[config.mk]
export PLATFORM = sky130hd
export DESIGN_NAME = disp_demux
export DESIGN_NICKNAME = d
export VERILOG_FILES = /design/src/rtl/disp_pkg.sv /design/src/rtl/sseg_to_hex.sv /design/src/rtl/disp_demux.sv
export SDC_FILE = /design/constraint.sdc
export NUM_CORES = 1
export LEC_CHECK = 0
export CAP_MARGIN = 20
export CELL_PAD_IN_SITES_DETAIL_PLACEMENT = 2
export CELL_PAD_IN_SITES_GLOBAL_PLACEMENT = 2
export CORE_UTILIZATION = 30
export CTS_CLUSTER_SIZE = 24
export DETAILED_ROUTE_END_ITERATION = 16
export PLACE_DENSITY = 0.79
export SLEW_MARGIN = 20
export SYNTH_ARGS = -nofsm -noshare
export SYNTH_HDL_FRONTEND = slang
export SYNTH_SLANG_ARGS = --single-unit
[constraint.sdc]
create_clock -name clk -period 2.4 [get_ports clk]
set_clock_uncertainty 0.2 [all_clocks]
set_input_delay 0.48 -clock clk [delete_from_list [all_inputs] [get_ports clk]]
set_output_delay 0.48 -clock clk [all_outputs]
set_load 0.02 [all_outputs]
[src/rtl/disp_pkg.sv]
// -----------------------------------------------------------------------------
// disp_pkg
// Shared constants for the seven-segment display demultiplexer.
//   IDLE_AN      : anode bus value meaning "no digit driven" (active-low)
//   BLANK_SEG    : all segments and dp off (active-low)
//   NUM_DIGITS   : digit positions on the multiplexed bus
//   GLYPH_TABLE  : entry i is the active-low {a,b,c,d,e,f,g} pattern of hex i,
//                  the same encoding the codebase hex_to_sseg produces
//   is_one_hot_low() : exactly one anode line pulled low
// -----------------------------------------------------------------------------
package disp_pkg;

    localparam logic [3:0] IDLE_AN    = 4'b1111;
    localparam logic [7:0] BLANK_SEG  = 8'hFF;
    localparam int         NUM_DIGITS = 4;

    // Packed so that GLYPH_TABLE[i] is the glyph of hex digit i.
    localparam logic [15:0][6:0] GLYPH_TABLE = {
        7'b0111000,  // F
        7'b0110000,  // E
        7'b1000010,  // d
        7'b0110001,  // C
        7'b1100000,  // b
        7'b0001000,  // A
        7'b0000100,  // 9
        7'b0000000,  // 8
        7'b0001111,  // 7
        7'b0100000,  // 6
        7'b0100100,  // 5
        7'b1001100,  // 4
        7'b0000110,  // 3
        7'b0010010,  // 2
        7'b1001111,  // 1
        7'b0000001   // 0
    };

    function automatic logic is_one_hot_low(input logic [3:0] an);
        logic [3:0] act;
        act = ~an;
        return (act != 4'b0000) && ((act & (act - 4'd1)) == 4'b0000);
    endfunction

endpackage

[src/rtl/sseg_to_hex.sv]
// -----------------------------------------------------------------------------
// sseg_to_hex
// Combinational reverse lookup of a seven-segment glyph.
//   pattern_i [6:0] : active-low {a,b,c,d,e,f,g}
//   hex_o     [3:0] : hex value of the matching glyph, 4'h0 when unmatched
//   match_o         : pattern is one of the 16 hex glyphs
// -----------------------------------------------------------------------------
module sseg_to_hex
    import disp_pkg::*;
(
    input  logic [6:0] pattern_i,
    output logic [3:0] hex_o,
    output logic       match_o
);

    always_comb begin
        // NOTE: every output gets a default before the search loop; otherwise
        // an unmatched pattern would leave them unassigned and infer a latch.
        hex_o   = 4'h0;
        match_o = 1'b0;
        for (int i = 0; i < 16; i++) begin
            if (pattern_i == GLYPH_TABLE[i]) begin
                hex_o   = 4'(i);
                match_o = 1'b1;
            end
        end
    end

endmodule

[src/rtl/disp_demux.sv]
// -----------------------------------------------------------------------------
// disp_demux
// Recovers the four digit patterns from a time-multiplexed seven-segment bus.
// A digit is captured once its anode/segment sample has been steady for
// STABLE_CYCLES registered samples; four distinct captures form a frame.
//   clk, reset_n        : clock, synchronous active-low reset
//   an   [3:0]          : anode bus, active-low one-hot, 4'b1111 = idle
//   sseg [7:0]          : segment bus, active-low, [7]=dp, [6:0]={a..g}
//   seg0..seg3 [7:0]    : last captured pattern per digit
//   hex0..hex3 [3:0]    : decoded hex value of seg0..seg3
//   valid [3:0]         : seg_i[6:0] is a hex glyph
//   blank [3:0]         : seg_i[6:0] has all segments off
//   frame_tick          : one-cycle pulse when all four digits were captured
//   err                 : sticky, a steady multi-hot anode pattern was seen
//   stale               : no frame for TIMEOUT_CYCLES cycles
// Build option: define DISP_DEMUX_DECODE_EN to instantiate the glyph decoders;
// without it hex0..hex3 and valid are tied to zero.
// -----------------------------------------------------------------------------
module disp_demux
    import disp_pkg::*;
#(
    parameter int STABLE_CYCLES  = 4,
    parameter int TIMEOUT_CYCLES = 2**20
) (
    input  logic       clk,
    input  logic       reset_n,
    input  logic [3:0] an,
    input  logic [7:0] sseg,
    output logic [7:0] seg0,
    output logic [7:0] seg1,
    output logic [7:0] seg2,
    output logic [7:0] seg3,
    output logic [3:0] hex0,
    output logic [3:0] hex1,
    output logic [3:0] hex2,
    output logic [3:0] hex3,
    output logic [3:0] valid,
    output logic [3:0] blank,
    output logic       frame_tick,
    output logic       err,
    output logic       stale
);

    localparam int              TW          = $clog2(TIMEOUT_CYCLES + 1);
    localparam logic [7:0]      STABLE_MAX  = 8'(STABLE_CYCLES);
    localparam logic [7:0]      CAPTURE_AT  = 8'(STABLE_CYCLES - 1);
    localparam logic [TW-1:0]   TIMEOUT_MAX = TW'(TIMEOUT_CYCLES);

    logic [3:0]    an_q;
    logic [7:0]    sseg_q;
    logic [7:0]    stab_cnt_q, stab_cnt_d;
    logic          captured_q, captured_d;
    logic [7:0]    seg_q [NUM_DIGITS];
    logic [7:0]    seg_d [NUM_DIGITS];
    logic [3:0]    seen_q, seen_d;
    logic          frame_tick_q, frame_tick_d;
    logic          err_q, err_d;
    logic [TW-1:0] tmo_cnt_q, tmo_cnt_d;

    logic          same_sample;
    logic          window_done;
    logic          capture;
    logic          bad_anode;
    logic [3:0]    seen_set;

    always_comb begin
        same_sample = (an == an_q) && (sseg == sseg_q);
        // The registered sample has been steady for STABLE_CYCLES samples and
        // this window has not been consumed yet.
        window_done = (stab_cnt_q == CAPTURE_AT) && !captured_q;
        capture     = window_done && is_one_hot_low(an_q);
        bad_anode   = window_done && (an_q != IDLE_AN) && !is_one_hot_low(an_q);

        if (same_sample) begin
            stab_cnt_d = (stab_cnt_q == STABLE_MAX) ? stab_cnt_q : stab_cnt_q + 8'd1;
            captured_d = captured_q | window_done;
        end else begin
            // Any change opens a new window, even if this edge also captures.
            stab_cnt_d = 8'd0;
            captured_d = 1'b0;
        end

        seg_d = seg_q;
        for (int i = 0; i < NUM_DIGITS; i++) begin
            if (capture && !an_q[i]) seg_d[i] = sseg_q;
        end

        seen_set     = capture ? (seen_q | ~an_q) : seen_q;
        frame_tick_d = capture && (seen_set == 4'b1111);
        seen_d       = frame_tick_d ? 4'b0000 : seen_set;
        err_d        = err_q | bad_anode;

        if (frame_tick_d)                 tmo_cnt_d = '0;
        else if (tmo_cnt_q == TIMEOUT_MAX) tmo_cnt_d = tmo_cnt_q;
        else                              tmo_cnt_d = tmo_cnt_q + TW'(1);
    end

    always_ff @(posedge clk) begin
        // NOTE: state registers use non-blocking assignments so every register
        // samples the pre-edge values, independent of statement order.
        if (!reset_n) begin
            an_q         <= IDLE_AN;
            sseg_q       <= BLANK_SEG;
            stab_cnt_q   <= 8'd0;
            captured_q   <= 1'b0;
            seen_q       <= 4'b0000;
            frame_tick_q <= 1'b0;
            err_q        <= 1'b0;
            tmo_cnt_q    <= '0;
            // NOTE: the digit array is a handful of flops, not a RAM, and must
            // read blank out of reset, so it is reset like any other register.
            for (int i = 0; i < NUM_DIGITS; i++) seg_q[i] <= BLANK_SEG;
        end else begin
            an_q         <= an;
            sseg_q       <= sseg;
            stab_cnt_q   <= stab_cnt_d;
            captured_q   <= captured_d;
            seen_q       <= seen_d;
            frame_tick_q <= frame_tick_d;
            err_q        <= err_d;
            tmo_cnt_q    <= tmo_cnt_d;
            seg_q        <= seg_d;
        end
    end

    assign seg0       = seg_q[0];
    assign seg1       = seg_q[1];
    assign seg2       = seg_q[2];
    assign seg3       = seg_q[3];
    assign frame_tick = frame_tick_q;
    assign err        = err_q;
    assign stale      = (tmo_cnt_q == TIMEOUT_MAX);

    always_comb begin
        blank = 4'b0000;
        for (int i = 0; i < NUM_DIGITS; i++) blank[i] = (seg_q[i][6:0] == 7'h7F);
    end

`ifdef DISP_DEMUX_DECODE_EN
    logic [3:0] hex_w   [NUM_DIGITS];
    logic [3:0] match_w;

    for (genvar g = 0; g < NUM_DIGITS; g++) begin : g_dec
        // dp (bit 7) is stored but never decoded.
        sseg_to_hex u_dec (
            .pattern_i (seg_q[g][6:0]),
            .hex_o     (hex_w[g]),
            .match_o   (match_w[g])
        );
    end

    assign hex0  = hex_w[0];
    assign hex1  = hex_w[1];
    assign hex2  = hex_w[2];
    assign hex3  = hex_w[3];
    assign valid = match_w;
`else
    assign hex0  = 4'h0;
    assign hex1  = 4'h0;
    assign hex2  = 4'h0;
    assign hex3  = 4'h0;
    assign valid = 4'b0000;
`endif

endmodule

==> results of run 1 <==
==> per-stage QoR <==
step	setup WS [ns]	instance area, um^2	hold WS [ns]
floorplan	0.179	3750	0.261
global placement	0.00563	4480	0.255
detailed placement	-0.0697	4480	0.266
CTS	0.0199	4820	0.237
global route	0.0308	4830	0.248
finish	0.148	4830	0.242
==> worst max-delay path, cell delays in order (launching register included) <==
cell	delay [ns]
sky130_fd_sc_hd__dfxtp_1	0.39
sky130_fd_sc_hd__nand4_1	0.12
sky130_fd_sc_hd__nor2_1	0.11
sky130_fd_sc_hd__clkdlybuf4s50_1	0.61
==> cell families (layout without fill, tap and decap cells) <==
group / count (synthesis) / count (layout) / synth area share (%)
AOI/OAI and AO/OA: 51 / 51 / 9.56
xor gates and xnor gates: 31 / 31 / 7.39
adders and majority gates: 5 / 5 / 1.63
buffers and inverters: 50 / 112 / 7.49
DFF: 80 / 80 / 43.6
muxes: 9 / 9 / 2.45
other: 1 / 20 / 0.102
and+or+nand+nor: 189 / 189 / 27.8
==> layout make-up <==
type	count	area share, %
tap	147	3.81
inverter	11	0.855
clock buffer	13	5.18
multi-input combinational	305	39.4
sequential	80	33.2
clock inverter	3	1.35
timing repair buffer	85	16.3
==> worst max path at each step <==
stage / startpoint / end
final: seg0[4]$_SDFFE_PN1P_ / blank[0]
after CTS: seg3[4]$_SDFFE_PN1P_ / blank[3]
after global placement: tmo_cnt_q[0]$_SDFFE_PP0N_ / stale
after floorplan: stab_cnt_q[1]$_SDFFE_PN0P_ / tmo_cnt_q[16]$_SDFFE_PP0N_
after global routing: an_q[2]$_SDFF_PN1_ / tmo_cnt_q[14]$_SDFFE_PP0N_
after detailed placement: tmo_cnt_q[0]$_SDFFE_PP0N_ / stale
==> per-layer routing <==
metal | share of wire, % | routed length (um) | track usage, %
met3 | 3.3 | 369 | 5.20
met2 | 51 | 5790 | 32.9
met5 | 0 | 0 | 0
met1 | 44 | 4940 | 23.2
met4 | 1.3 | 151 | 5.51
==> sequential cells by signal, summed over array words and instances (netlist names), 4 cells and up <==
register / cells
stab_cnt_q: 8
seen_q: 4
seg1: 8
sseg_q: 8
seg0: 8
seg2: 8
seg3: 8
tmo_cnt_q: 21
an_q: 4
==> placed cells by master (no fill, tap or decap), types with 2 or more instances in the layout <==
master / synthesis / final
sky130_fd_sc_hd__nand2_1: 50 / 50
sky130_fd_sc_hd__buf_4: 22 / 31
sky130_fd_sc_hd__or4_4: 1 / 2
sky130_fd_sc_hd__mux2i_1: 9 / 9
sky130_fd_sc_hd__nor3_1: 10 / 10
sky130_fd_sc_hd__and2_1: 2 / 2
sky130_fd_sc_hd__dfxtp_1: 80 / 80
sky130_fd_sc_hd__nor4_1: 8 / 7
sky130_fd_sc_hd__conb_1: 1 / 20
sky130_fd_sc_hd__nand4_1: 8 / 8
sky130_fd_sc_hd__nor2_1: 16 / 16
sky130_fd_sc_hd__or4_1: 3 / 2
sky130_fd_sc_hd__inv_1: 11 / 11
sky130_fd_sc_hd__clkbuf_1: 13 / 3
sky130_fd_sc_hd__nor4b_4: 1 / 2
sky130_fd_sc_hd__clkbuf_16: 0 / 9
sky130_fd_sc_hd__or3_1: 7 / 7
sky130_fd_sc_hd__and3_1: 7 / 7
sky130_fd_sc_hd__buf_12: 0 / 2
sky130_fd_sc_hd__nand3_1: 51 / 51
sky130_fd_sc_hd__bufinv_16: 0 / 2
sky130_fd_sc_hd__ha_1: 4 / 4
sky130_fd_sc_hd__o21ai_0: 16 / 16
sky130_fd_sc_hd__xor2_1: 22 / 22
sky130_fd_sc_hd__and4b_1: 3 / 3
sky130_fd_sc_hd__buf_2: 3 / 2
sky130_fd_sc_hd__xnor2_1: 9 / 9
sky130_fd_sc_hd__nand2b_1: 13 / 13
sky130_fd_sc_hd__clkdlybuf4s50_1: 0 / 49
sky130_fd_sc_hd__a211oi_1: 2 / 2
sky130_fd_sc_hd__a22oi_1: 8 / 8
sky130_fd_sc_hd__a31oi_1: 2 / 2
sky130_fd_sc_hd__a21oi_1: 15 / 15
==> power breakdown <==
part / internal [mW] / leakage [nW] / switching (mW)
registers: 1.36 / 0.650 / 0.0383
logic: 0.158 / 1.22 / 0.200
clock network: 0.939 / 0.154 / 0.536
total: 2.46 / 2.03 / 0.775
==> repair_timing <==
action | CTS | global route
buffers inserted | 1 | 0
hold buffers | 0 | 0
pin swaps | 1 | 0
endpoints found under the setup margin | 1 | 3
resized for setup | 6 | 4
==> impl_metrics.json, run 1 <==
{
  "power_mw": 3.24,
  "quantity_of_i_o_buffers_inserted_on_ports": 52,
  "fmax_ghz": 0.444,
  "critPathMaxFanout": 3,
  "critPathCaptureType": "output pin",
  "max-vdd-ir-drop_uv": 535,
  "hold_end": "frame_tick$_SDFF_PN0_",
  "grt_first_pass_wirelength_um": 18400,
  "overall_die_area_um2": 12700,
  "ys_top_cells_by_count": "sky130_fd_sc_hd__dfxtp_1, sky130_fd_sc_hd__nand3_1, sky130_fd_sc_hd__nand2_1",
  "power-per-cell-area_nw_per_um2": 670,
  "clkLatencyLatePin_ns": 0.34,
  "post-synth-top-count-cell": "sky130_fd_sc_hd__dfxtp_1",
  "finalNetCount": 510,
  "hpwlAfterDp_um": 8310,
  "detail_route.iter0.violations": 88,
  "timing.rr.end": "tmo_cnt_q[20]$_SDFFE_PP0N_",
  "min_period_over_period_pct": 93.9,
  "worst-r2r-cell-count": 6,
  "final_cell_count_without_fillers": 644,
  "io_pins": 73,
  "synth_area_per_cell_um2": 8.84,
  "post_synthesis_cell_area_um2": 3680,
  "dpl.cell_count": 627,
  "die_width_um": 113,
  "synth.area.top_cells": "sky130_fd_sc_hd__dfxtp_1, sky130_fd_sc_hd__nand3_1, sky130_fd_sc_hd__xor2_1, sky130_fd_sc_hd__nand2_1, sky130_fd_sc_hd__buf_4",
  "netlist_instances": 416,
  "final-seq-area_um2": 1600,
  "timing.max_cap.violations": 0,
  "timing.critical_path.required_ns": 1.72,
  "utilization_pct": 40.4,
  "postRouteAntennaNets": 0,
  "final-hold-violation-count": 0,
  "status": "finished clean",
  "report.final.slew_viol_count": 0,
  "grt_pass1_vias": 3393,
  "grt_setup_unrepaired": "false",
  "detail_route.drc_violations": 0,
  "vias": 3220,
  "final_count_of_negative_setup_slack_endpoints": 0,
  "multiInputGateArea_um2": 1900,
  "ys_warnings": 0,
  "synthArstFlopShare_pct": 0,
  "setup-tns-final_ns": 0,
  "finalCriticalPeriod_ns": 2.25,
  "post_route_cells_drive_above_1_share_pct": 12.5,
  "core-area_um2": 12000,
  "count_of_flip_flops_with_a_built_in_enable_after_synthesis": 0,
  "seq_total_area_yosys_pct": 43.6,
  "cts_buffer_count": 9,
  "pre_repair_dr_iteration_count": 4,
  "rows": 40,
  "diodes": 0,
  "timing_worst_slew_pin_value_ns": 0.549,
  "hold_class": "input pin to flop",
  "antenna_found_initial": 0,
  "cts_max_path_buffers": 2,
  "starting_density_of_the_core_pct": 30.7,
  "setup.worst_path.start_class": "flop",
  "hold_path_startpoint": "reset_n",
  "numClockSinks": 80,
  "synth_top_area_share_pct": 43.6,
  "postSynth.topFlopCell": "sky130_fd_sc_hd__dfxtp_1",
  "power_leakage_nw": 2.03,
  "synth_cell_types": 46,
  "ctsRootBufferMaster": "sky130_fd_sc_hd__clkbuf_16",
  "critical_path_arrival_ns": 1.57,
  "grtUsageTotal_pct": 19.1,
  "grt_max_degree": 29,
  "worst-r2r-setup-slack_ns": 0.21,
  "wl_per_cell_um": 17.5,
  "area_growth_pct": 31.4,
  "netlist.top_cell.by_area": "sky130_fd_sc_hd__dfxtp_1",
  "worstSetupPathType": "flop to output pin",
  "routed_wirelength_um": 11300,
  "globalRoute.totalOverflow": 0,
  "die_height_um": 113,
  "cts_tree": "yes",
  "yosys_register_bits": 80,
  "worst_slew_margin_pct": 63.4,
  "route.detailed.vias_per_inst": 5.00,
  "worst_r2r_startpoint": "tmo_cnt_q[1]$_SDFFE_PP0N_",
  "min_path_cells": 3,
  "fillCellCount": 1355,
  "clk_pin_slew_ns": 0.06,
  "gpl.final_weighted_congestion": 0.756,
  "h_tree_levels": 3
}
No activity file was read; power rests on OpenSTA's default activity.
==> run 2: changes to the inputs <==
==> constraint.sdc (replaced) <==
create_clock -name clk -period 2.4 [get_ports clk]
set_clock_uncertainty 0.2 [all_clocks]
set_input_delay 0.48 -clock clk [delete_from_list [all_inputs] [get_ports clk]]
set_output_delay 0.48 -clock clk [all_outputs]
set_load 0.1 [all_outputs]
==> run 2 against run 1 <==
- die area did not move
- global-route usage fell by 0.97 points
- clock power fell by 7%
- final cell count fell by 2.6%
- maximum frequency fell by 2.5%
- non-clock buffer count fell by 17
- sequential share of layout area rose by 1.1 points
- utilization fell by 0.69 points
- count of clock-buffer cells in the layout fell by 2
- via count fell by 1.2%
- largest cell class unchanged
==> impl_metrics.json, run 2 (same netlist as run 1, synthesis figures left out) <==
{
  "most_used_cells_in_the_layout_excluding_fill_and_tap_cells": "sky130_fd_sc_hd__dfxtp_1, sky130_fd_sc_hd__nand3_1, sky130_fd_sc_hd__nand2_1",
  "vias": 3180,
  "report.final.slew_viol_count": 0,
  "cts_max_path_buffers": 2,
  "power.share.sequential_pct": 44.0,
  "fillCellCount": 1303,
  "switching_power_mw": 0.906,
  "wl_per_cell_um": 17.3,
  "critPathCaptureType": "output pin",
  "clk_pin_slew_ns": 0.06,
  "registers.top_by_ff_count": "tmo_cnt_q",
  "ctsRootBufferMaster": "sky130_fd_sc_hd__clkbuf_16",
  "min_period_over_period_pct": 96.2,
  "combinationalPowerShare_pct": 13.5,
  "hold_class": "flop to flop",
  "cp_num_buf_inv": 2,
  "post_route_cells_drive_above_1_share_pct": 23.1,
  "power_mw": 3.22,
  "switching_share_pct": 28.1,
  "h_tree_levels": 3,
  "finalNetCount": 493,
  "largest_register_ffs": 21,
  "utilization_pct": 39.7,
  "grt_pass1_vias": 3335,
  "setup.worst_path.start_class": "flop",
  "cts_tree": "yes",
  "die_height_um": 113,
  "route.detailed.vias_per_inst": 5.07,
  "timing_worst_slew_pin_value_ns": 0.572,
  "finalCriticalPeriod_ns": 2.31,
  "timing.critical_path.required_ns": 1.72,
  "numClockSinks": 80,
  "critical-path-top-delay-family": "simple AND/OR/NAND/NOR gates",
  "worst_slew_margin_pct": 61.9,
  "slowest_stage": "sky130_fd_sc_hd__dfxtp_1",
  "hpwlAfterDp_um": 7740,
  "antenna_found_initial": 0,
  "power_leakage_nw": 1.96,
  "timing.max_cap.violations": 0,
  "diodes": 0,
  "postCtsHoldBufs": 0,
  "pre_repair_dr_iteration_count": 4,
  "cp_slowest_stage_delay_ns": 0.33,
  "detail_route.drc_violations": 0,
  "final_count_of_negative_setup_slack_endpoints": 0,
  "grtUsageTotal_pct": 18.1,
  "detail_route.iter0.violations": 119,
  "worstPathCellList": "inv_1, ha_2, nor4b_4, nand3_2, nor2_4, buf_12",
  "layout.cells.most_common": "sky130_fd_sc_hd__dfxtp_1",
  "postRouteAntennaNets": 0,
  "clockPowerShare_pct": 42.4,
  "globalRoute.totalOverflow": 0,
  "quantity_of_i_o_buffers_inserted_on_ports": 52,
  "core-area_um2": 12000,
  "cts_buffer_count": 9,
  "io_pins": 73,
  "fmax_ghz": 0.433,
  "cell_internal_pwr_mw": 2.32,
  "die_width_um": 113,
  "overall_die_area_um2": 12700,
  "gpl.final_weighted_congestion": 0.749,
  "final-hold-violation-count": 0,
  "critical_path_arrival_ns": 1.63,
  "clkLatencyLatePin_ns": 0.34,
  "grt_first_pass_wirelength_um": 18000,
  "rows": 40,
  "starting_density_of_the_core_pct": 30.7,
  "worstSetupPathType": "flop to output pin",
  "critPathMaxFanout": 4,
  "power-per-cell-area_nw_per_um2": 679,
  "grt_setup_unrepaired": "false",
  "status": "finished clean",
  "routed_wirelength_um": 10900,
  "grt_max_degree": 47,
  "max-vdd-ir-drop_uv": 382,
  "area_growth_pct": 29.1
}
## run 2: cell count changes in the layout (fill, tap and decap cells not counted), sizes merged
cell / before / now
clkinv: 1 / 4
buf: 35 / 55
dlymetal6s2s: 1 / 0
clkbuf: 13 / 11
bufinv: 2 / 1
clkdlybuf4s50: 49 / 13
## run 2: cell type report
cell class	count	area, um^2	area share, %
clock inverter	5	57.6	1.21
timing repair buffer	68	631	13.3
multi-input combinational	305	1980	41.6
sequential	80	1630	34.2
clock buffer	11	233	4.90
inverter	11	41.3	0.870
tap	147	184	3.87
## run 2: through the flow
stage,cells,area [um^2],hold slack [ns],setup slack [ns],TNS (ns)
2_1_floorplan,435,3810,0.261,-0.0447,-0.0447
3_3_place_gp,609,4370,0.254,0.114,0
3_5_place_dp,609,4370,0.271,0.0932,0
4_1_cts,627,4720,0.285,0.0303,0
5_1_grt,627,4750,0.301,0.00165,0
6_report,627,4750,0.276,0.0904,0
## run 2: metal layers
metal | track usage [%] | share of wire [%] | vias up
met5 | 0 | 0 | -
li1 | - | - | 1538
met3 | 4.55 | 3.5 | 8
met2 | 31.9 | 51 | 52
met1 | 21.3 | 43 | 1582
met4 | 6.40 | 1.7 | 0
## run 2: worst paths after layout
kind                                  start                         end  slack [ns]  cells past startpoint
setup / recovery  tmo_cnt_q[0]$_SDFFE_PP0N_                       stale        0.09                      6
hold reg to reg              err$_SDFF_PN0_              err$_SDFF_PN0_        0.28                      1
setup reg to reg  tmo_cnt_q[4]$_SDFFE_PP0N_  tmo_cnt_q[20]$_SDFFE_PP0N_        0.12                      4
hold / removal               err$_SDFF_PN0_              err$_SDFF_PN0_        0.28                      1
## run 2: power groups by stage
stage / Clock [mW] / Combinational (mW) / Sequential [mW]
finish: 1.37 / 0.436 / 1.42
global route: 1.47 / 0.465 / 1.43
global placement: 0 / 0.379 / 1.44
floorplan: 0 / 0.319 / 1.43
CTS: 1.41 / 0.432 / 1.42
detailed placement: 0 / 0.387 / 1.45
## run 2: repair_timing
action,in CTS,in global routing
resized for setup,6,5
pin swaps,1,2
setup endpoints to repair,1,1
buffers inserted,2,0
==> run 3: changes to the inputs <==
--- a/config.mk
+++ b/config.mk
@@ -12,7 +12,7 @@
 export CTS_CLUSTER_SIZE = 24
 export DETAILED_ROUTE_END_ITERATION = 16
 export PLACE_DENSITY = 0.79
-export SLEW_MARGIN = 20
+export SLEW_MARGIN = 40
 export SYNTH_ARGS = -nofsm -noshare
 export SYNTH_HDL_FRONTEND = slang
 export SYNTH_SLANG_ARGS = --single-unit
==> results of run 3 <==
Same layout as run 2: the final DEF is identical, and so are final timing and power.
